--- config.mk ---
export PLATFORM = sky130hd
export DESIGN_NAME = vrf_read_responder
export DESIGN_NICKNAME = d
export VERILOG_FILES = /design/src/rtl/vrf_pkg.sv /design/src/rtl/vrf_resp_fifo.sv /design/src/rtl/vrf_read_responder.sv
export SDC_FILE = /design/constraint.sdc
export NUM_CORES = 1
export LEC_CHECK = 0
export ABC_AREA = 0
export ABC_CLOCK_PERIOD_IN_PS = 2950
export BUFFER_PORTS_ARGS = -buffer_cell sky130_fd_sc_hd__buf_2
export CAP_MARGIN = 20
export CORE_MARGIN = 2
export CORE_UTILIZATION = 56
export CTS_CLUSTER_DIAMETER = 120
export DETAILED_ROUTE_END_ITERATION = 16
export HOLD_SLACK_MARGIN = 0.06
export MAX_ROUTING_LAYER = met4
export PLACE_DENSITY = 0.84
export SYNTH_ARGS = -nofsm -noshare
export SYNTH_HDL_FRONTEND = slang
export SYNTH_HIERARCHICAL = 1
export SYNTH_SLANG_ARGS = --single-unit
--- constraint.sdc ---
create_clock -name clock -period 2.95 [get_ports clock]
set_input_delay 0.1475 -clock clock [delete_from_list [all_inputs] [get_ports clock]]
set_output_delay 0.1475 -clock clock [all_outputs]
set_load 0.05 [all_outputs]
--- src/rtl/vrf_pkg.sv ---
// Shared field widths and request/response bundles for the VRF read path.
package vrf_pkg;

    localparam int VS_W     = 5;
    localparam int OFFSET_W = 2;
    localparam int SRC_W    = 2;
    localparam int IDX_W    = 3;
    localparam int DATA_W   = 32;

    typedef struct packed {
        logic [VS_W-1:0]     vs;
        logic [SRC_W-1:0]    readSource;
        logic [OFFSET_W-1:0] offset;
        logic [IDX_W-1:0]    instructionIndex;
    } vrf_read_req_t;

    typedef struct packed {
        logic [DATA_W-1:0] data;
        logic [SRC_W-1:0]  readSource;
        logic [IDX_W-1:0]  instructionIndex;
    } vrf_read_resp_t;

endpackage

--- src/rtl/vrf_resp_fifo.sv ---
// Circular response FIFO with occupancy count; storage is not reset, only pointers and count.
module vrf_resp_fifo #(
    parameter int WIDTH = 8,
    parameter int DEPTH = 4
) (
    input  logic                       clock,
    input  logic                       reset,
    input  logic                       push,
    input  logic [WIDTH-1:0]           push_data,
    input  logic                       pop,
    output logic [WIDTH-1:0]           pop_data,
    output logic                       full,
    output logic                       empty,
    output logic [$clog2(DEPTH+1)-1:0] count
);

    localparam int PTR_W = (DEPTH > 1) ? $clog2(DEPTH) : 1;
    localparam int CNT_W = $clog2(DEPTH + 1);

    logic [WIDTH-1:0] mem [DEPTH];
    logic [PTR_W-1:0] wr_ptr;
    logic [PTR_W-1:0] rd_ptr;
    logic             do_push;
    logic             do_pop;

    // Explicit wrap so non-power-of-two depths stay correct.
    function automatic logic [PTR_W-1:0] next_ptr(input logic [PTR_W-1:0] p);
        if (p == PTR_W'(DEPTH - 1)) begin
            return '0;
        end
        return p + PTR_W'(1);
    endfunction

    assign full     = (count == CNT_W'(DEPTH));
    assign empty    = (count == '0);
    assign do_push  = push && !full;
    assign do_pop   = pop && !empty;
    assign pop_data = mem[rd_ptr];

    always_ff @(posedge clock) begin
        if (do_push) begin
            mem[wr_ptr] <= push_data;
        end
    end

    always_ff @(posedge clock or negedge reset) begin
        if (!reset) begin
            wr_ptr <= '0;
            rd_ptr <= '0;
            count  <= '0;
        end else begin
            if (do_push) begin
                wr_ptr <= next_ptr(wr_ptr);
            end
            if (do_pop) begin
                rd_ptr <= next_ptr(rd_ptr);
            end
            case ({do_push, do_pop})
                2'b10:   count <= count + CNT_W'(1);
                2'b01:   count <= count - CNT_W'(1);
                default: count <= count;
            endcase
        end
    end

endmodule

--- src/rtl/vrf_read_responder.sv ---
// Accepts VRF read requests, issues them to the fixed-latency SRAM bank and returns
// tagged data through a credit-limited response queue.
module vrf_read_responder
    import vrf_pkg::*;
#(
    parameter int READ_LATENCY = 2,
    parameter int RESP_DEPTH   = 4
) (
    input  logic                     clock,
    input  logic                     reset,
    output logic                     req_ready,
    input  logic                     req_valid,
    input  logic [VS_W-1:0]          req_vs,
    input  logic [SRC_W-1:0]         req_readSource,
    input  logic [OFFSET_W-1:0]      req_offset,
    input  logic [IDX_W-1:0]         req_instructionIndex,
    input  logic                     write_busy,
    output logic                     sram_re,
    output logic [VS_W+OFFSET_W-1:0] sram_addr,
    input  logic [DATA_W-1:0]        sram_rdata,
    output logic                     resp_valid,
    input  logic                     resp_ready,
    output logic [DATA_W-1:0]        resp_data,
    output logic [SRC_W-1:0]         resp_readSource,
    output logic [IDX_W-1:0]         resp_instructionIndex
);

    localparam int CNT_W  = $clog2(RESP_DEPTH + 1);
    localparam int CRD_W  = CNT_W + 1;
    localparam int RESP_W = $bits(vrf_read_resp_t);

    typedef struct packed {
        logic [SRC_W-1:0] readSource;
        logic [IDX_W-1:0] instructionIndex;
    } tag_t;

    vrf_read_req_t         req;
    logic                  run_q;
    logic                  fire;
    logic [CNT_W-1:0]      inflight;
    logic [CNT_W-1:0]      count;
    logic [CRD_W-1:0]      credit;
    logic [READ_LATENCY:1] vld_p;
    tag_t                  tag_p [1:READ_LATENCY];
    vrf_read_resp_t        push_data;
    vrf_read_resp_t        pop_data;
    logic                  fifo_push;
    logic                  fifo_pop;
    logic                  fifo_full;
    logic                  fifo_empty;

    assign req = '{vs:               req_vs,
                   readSource:       req_readSource,
                   offset:           req_offset,
                   instructionIndex: req_instructionIndex};

    // Credit counts every slot already promised to a read, so the queue can never overflow.
    assign credit    = CRD_W'(inflight) + CRD_W'(count);
    assign req_ready = run_q && !write_busy && !fifo_full && (credit < CRD_W'(RESP_DEPTH));
    assign fire      = req_valid && req_ready;
    assign sram_re   = fire;
    assign sram_addr = {req.vs, req.offset};

    // Holds req_ready low through reset and until the first edge after release.
    always_ff @(posedge clock or negedge reset) begin
        if (!reset) begin
            run_q <= 1'b0;
        end else begin
            run_q <= 1'b1;
        end
    end

    // Stage 1..READ_LATENCY: tag travels with the read through the SRAM latency.
    always_ff @(posedge clock or negedge reset) begin
        if (!reset) begin
            vld_p <= '0;
        end else begin
            vld_p[1] <= fire;
            for (int i = 2; i <= READ_LATENCY; i++) begin
                vld_p[i] <= vld_p[i-1];
            end
        end
    end

    always_ff @(posedge clock) begin
        tag_p[1] <= '{readSource: req.readSource, instructionIndex: req.instructionIndex};
        for (int i = 2; i <= READ_LATENCY; i++) begin
            tag_p[i] <= tag_p[i-1];
        end
    end

    always_ff @(posedge clock or negedge reset) begin
        if (!reset) begin
            inflight <= '0;
        end else begin
            case ({fire, vld_p[READ_LATENCY]})
                2'b10:   inflight <= inflight + CNT_W'(1);
                2'b01:   inflight <= inflight - CNT_W'(1);
                default: inflight <= inflight;
            endcase
        end
    end

    // Final stage: SRAM data meets its tag and is written into the response queue.
    assign fifo_push = vld_p[READ_LATENCY];
    assign push_data = '{data:             sram_rdata,
                         readSource:       tag_p[READ_LATENCY].readSource,
                         instructionIndex: tag_p[READ_LATENCY].instructionIndex};
    assign fifo_pop  = resp_valid && resp_ready;

    vrf_resp_fifo #(
        .WIDTH (RESP_W),
        .DEPTH (RESP_DEPTH)
    ) u_fifo (
        .clock     (clock),
        .reset     (reset),
        .push      (fifo_push),
        .push_data (push_data),
        .pop       (fifo_pop),
        .pop_data  (pop_data),
        .full      (fifo_full),
        .empty     (fifo_empty),
        .count     (count)
    );

    assign resp_valid            = !fifo_empty;
    assign resp_data             = pop_data.data;
    assign resp_readSource       = pop_data.readSource;
    assign resp_instructionIndex = pop_data.instructionIndex;

endmodule

==> impl_metrics.toml <==
[run_status]
outcome = "completed"

[logic_synthesis]
synth-async-reset-ratio_pct = 7.60
synth.yosys.seq_area_share_pct = 78.2
ys_seq_elements = 171
ys_dominant_reg_cell = "edfxtp_1"
synthesized_area_sq_um = 6350
edff_count_synth = 148
synth_cell_types = 30
netlist_top_cells_area = "edfxtp_1 70%, mux4_2 13%, dfrtp_1 5.1%"
synth_top_area_cell = "edfxtp_1"
ys.warnings.count = 6
synth_largest_type_area_fraction_pct = 70.0
mappedNetlistNets = 339
netlist_instances = 279
postSynthAreaPerCell_sq_um = 22.8

[die]
initial_utilization_pct = 58.1
num_io_pins = 96
num_rows = 38
core_sq_um = 10900
die_area_sq_um = 12200
die_y_microns = 111
chipWidth_microns = 111

[global_route]
global_route_usage_over_all_layers_pct = 19.8
grt_overflow = 0
grt_max_degree = 24
first_global_vias = 3342
global_route_wire_length_before_repair_mm = 17.5
antenna_found_initial = 0

[drt]
detail_route.iter0.violations = 116
wire_length_per_cell_microns = 18.6
first_pass_iters = 4
totalWireLength_mm = 10.6
post-route-drc-count = 0
ant_nets = 0
overall_via_count_from_detail_route = 3038
post_drt_via_cell_ratio = 5.35

[timing]
slew_viol_final = 0
finalSetupTns_ns = 0
post_route_worst_setup_slack_ns = 0.489
clock_skew_ns = 0.0140
timing.fmax_mhz = 406
finalCritPeriodShare_pct = 83.4
timing_worst_slew_pin_value_ns = 0.566
max-slew-margin-rel_pct = 62.3
report.final.setup_viol = 0
period_needed_ns = 2.46
unrepaired_setup_endpoints_after_global_routing = "no"
hold_viol_final = 0

[clock_tree]
postCtsSetupBuffers = 0
cts_hold_buf = 40
cts_repair_resize_count = 0
tritoncts = "built"
tritoncts_buffer_count = 17
clk_root_buffer_cell = "clkbuf_16"
cts-root-to-sink-buffers = 2
insertion_delay_ns = 0.42
cts.htree.levels = 4
cts_num_sinks = 171
cts.clk_slew.worst_paths_ns = 0.06

[place]
gpl.final_weighted_congestion = 0.794
placement.cell_area_sq_um = 6940
dp_hpwl_mm = 6.61
dpl_worst_slack_ns = 0.679
io_buffers = 81

[pwr]
sequential_power_share_pct = 39.2
cell_internal_pwr_uw = 4960
comb_power_share_pct = 32.8
power.share.clock_pct = 28.0
power.density_nw_per_um2 = 967
sw_frac_of_total_pct = 35.3
static-leakage-power_uw = 0.00287
power.ir.vdd_worst_mv = 0.856
switchingPower_uw = 2710

[worst_setup_path]
setup.worst_path.end_class = "primary output"
r2r_slack_ns = 0.69
critical_path_arrival_ns = 2.31
worstSetupPathType = "flop to primary output"
crit_chain = "buf_4 > mux4_2 > buf_2"
timing.critical_path.slowest_stage_cell = "dfrtp_2"
worstPathRequired_ns = 2.80
path_buf_inv = 2
critical-path-top-delay-family = "flip-flops"
start_kind = "flop"
worst-path-max-fanout = 17
max_stage_delay_ns = 0.70

[job]
max_cap_viols = 0

[finish]
final_layout_size_suffix_gt1_share_pct = 40.7
fillCellCount = 655
layout.nets = 475
regArea_sq_um = 4970
mostFrequentLayoutCell = "edfxtp_1"
layout-area-overhead-vs-synth_pct = 24.8
most-common-layout-cells = "148 x edfxtp_1, 81 x buf_2, 40 x dlygate4sd3_1, 37 x mux4_2, 17 x clkbuf_16"
insertedDiodeCount = 0
multiInputGateArea_sq_um = 1240
layout.cell_area.non_filler_sq_um = 7930

[worst_hold_path]
hold_path.class = "primary input to asynchronous set/reset pin"
==> worst reg2reg max path, stage by stage, from the launching register on <==
cell	delay, ns
dfrtp_1	0.42
ha_1	0.31
nor4_2	0.21
nand3b_1	0.14
or2_1	0.25
ha_1	0.22
inv_1	0.08
fa_1	0.18
xor2_1	0.14
nor2_1	0.07
xor2_1	0.14
==> cells by family after synthesis <==
kind of cell               share of synthesized area (%)
AOI/OAI and AO/OA                                 0.0787
buffers and inverters                               2.36
xor gates and xnor gates                           0.827
and+or+nand+nor                                     2.05
other                                             0.0590
muxes                                               14.0
adders and majority gates                           2.40
DFF                                                 78.2
==> synth_stat cells (2+ instances only) <==
cell type	number
and2_1	4
edfxtp_1	148
mux2_2	4
inv_1	11
ha_1	9
dfrtp_1	13
buf_2	3
mux4_2	37
nand2_1	2
nor2_1	5
buf_6	2
fa_1	2
dfxtp_1	10
xor2_1	4
buf_4	9
xnor2_1	2
==> layout make-up <==
class                           instances  share of cell area, %
Clock buffer                           19                   5.59
Clock inverter                         13                   1.80
Inverter                               11                  0.521
Multi-Input combinational cell         82                   15.6
Sequential cell                       171                   62.7
Tap cell                              140                   2.21
Timing Repair Buffer                  132                   11.5
==> registers in the layout, summed over array words and instances, names as in the netlist <==
name	flops
u_fifo/mem	148
tag_p	10
inflight	3
u_fifo/count	3
u_fifo/rd_ptr	2
u_fifo/wr_ptr	2
vld_p	2
run_q	1
==> path summary, 6_finish.rpt <==
path | startpoint | endpoint | depth (start not counted)
worst max register to register | u_fifo/count[2] | inflight[2] | 10
worst min-delay path | reset | run_q | 2
worst max-delay path | u_fifo/rd_ptr[0] | resp_data[8] | 3
worst min register to register | tag_p[1][0] | tag_p[2][0] | 0
min in group clock | resp_ready | u_fifo/rd_ptr[0] | 4
max in group asynchronous | reset | u_fifo/rd_ptr[1] | 2
==> layer usage <==
metal  track usage [%]  wire length [microns]  vias to the layer above
met1              24.6                   4460                     1550
li1                  -                      -                     1390
met5                 -                      0                        -
met4              9.67                    302                        0
met3              6.31                    483                       22
met2              29.9                   5340                       76
==> stage by stage <==
step                      util (%)  hold WS [ns]  total power [uW]  std cells
after detailed placement      63.5        0.0514              5550        496
after global routing          72.5         0.157              7990        568
after global placement        63.5        0.0536              5500        496
final                         72.5         0.137              7670        568
after CTS                     72.5         0.127              7750        568
after floorplan                  -        -0.148              5060        279
==> power groups by stage <==
stage | clock network, uW | registers, uW | logic [uW]
finish | 2150 | 3000 | 2510
global route | 2300 | 3040 | 2660
CTS | 2200 | 3010 | 2540
detailed placement | 0 | 3060 | 2490
global placement | 0 | 3050 | 2460
floorplan | 0 | 2910 | 2150
No activity file was read; power rests on OpenSTA's default activity.
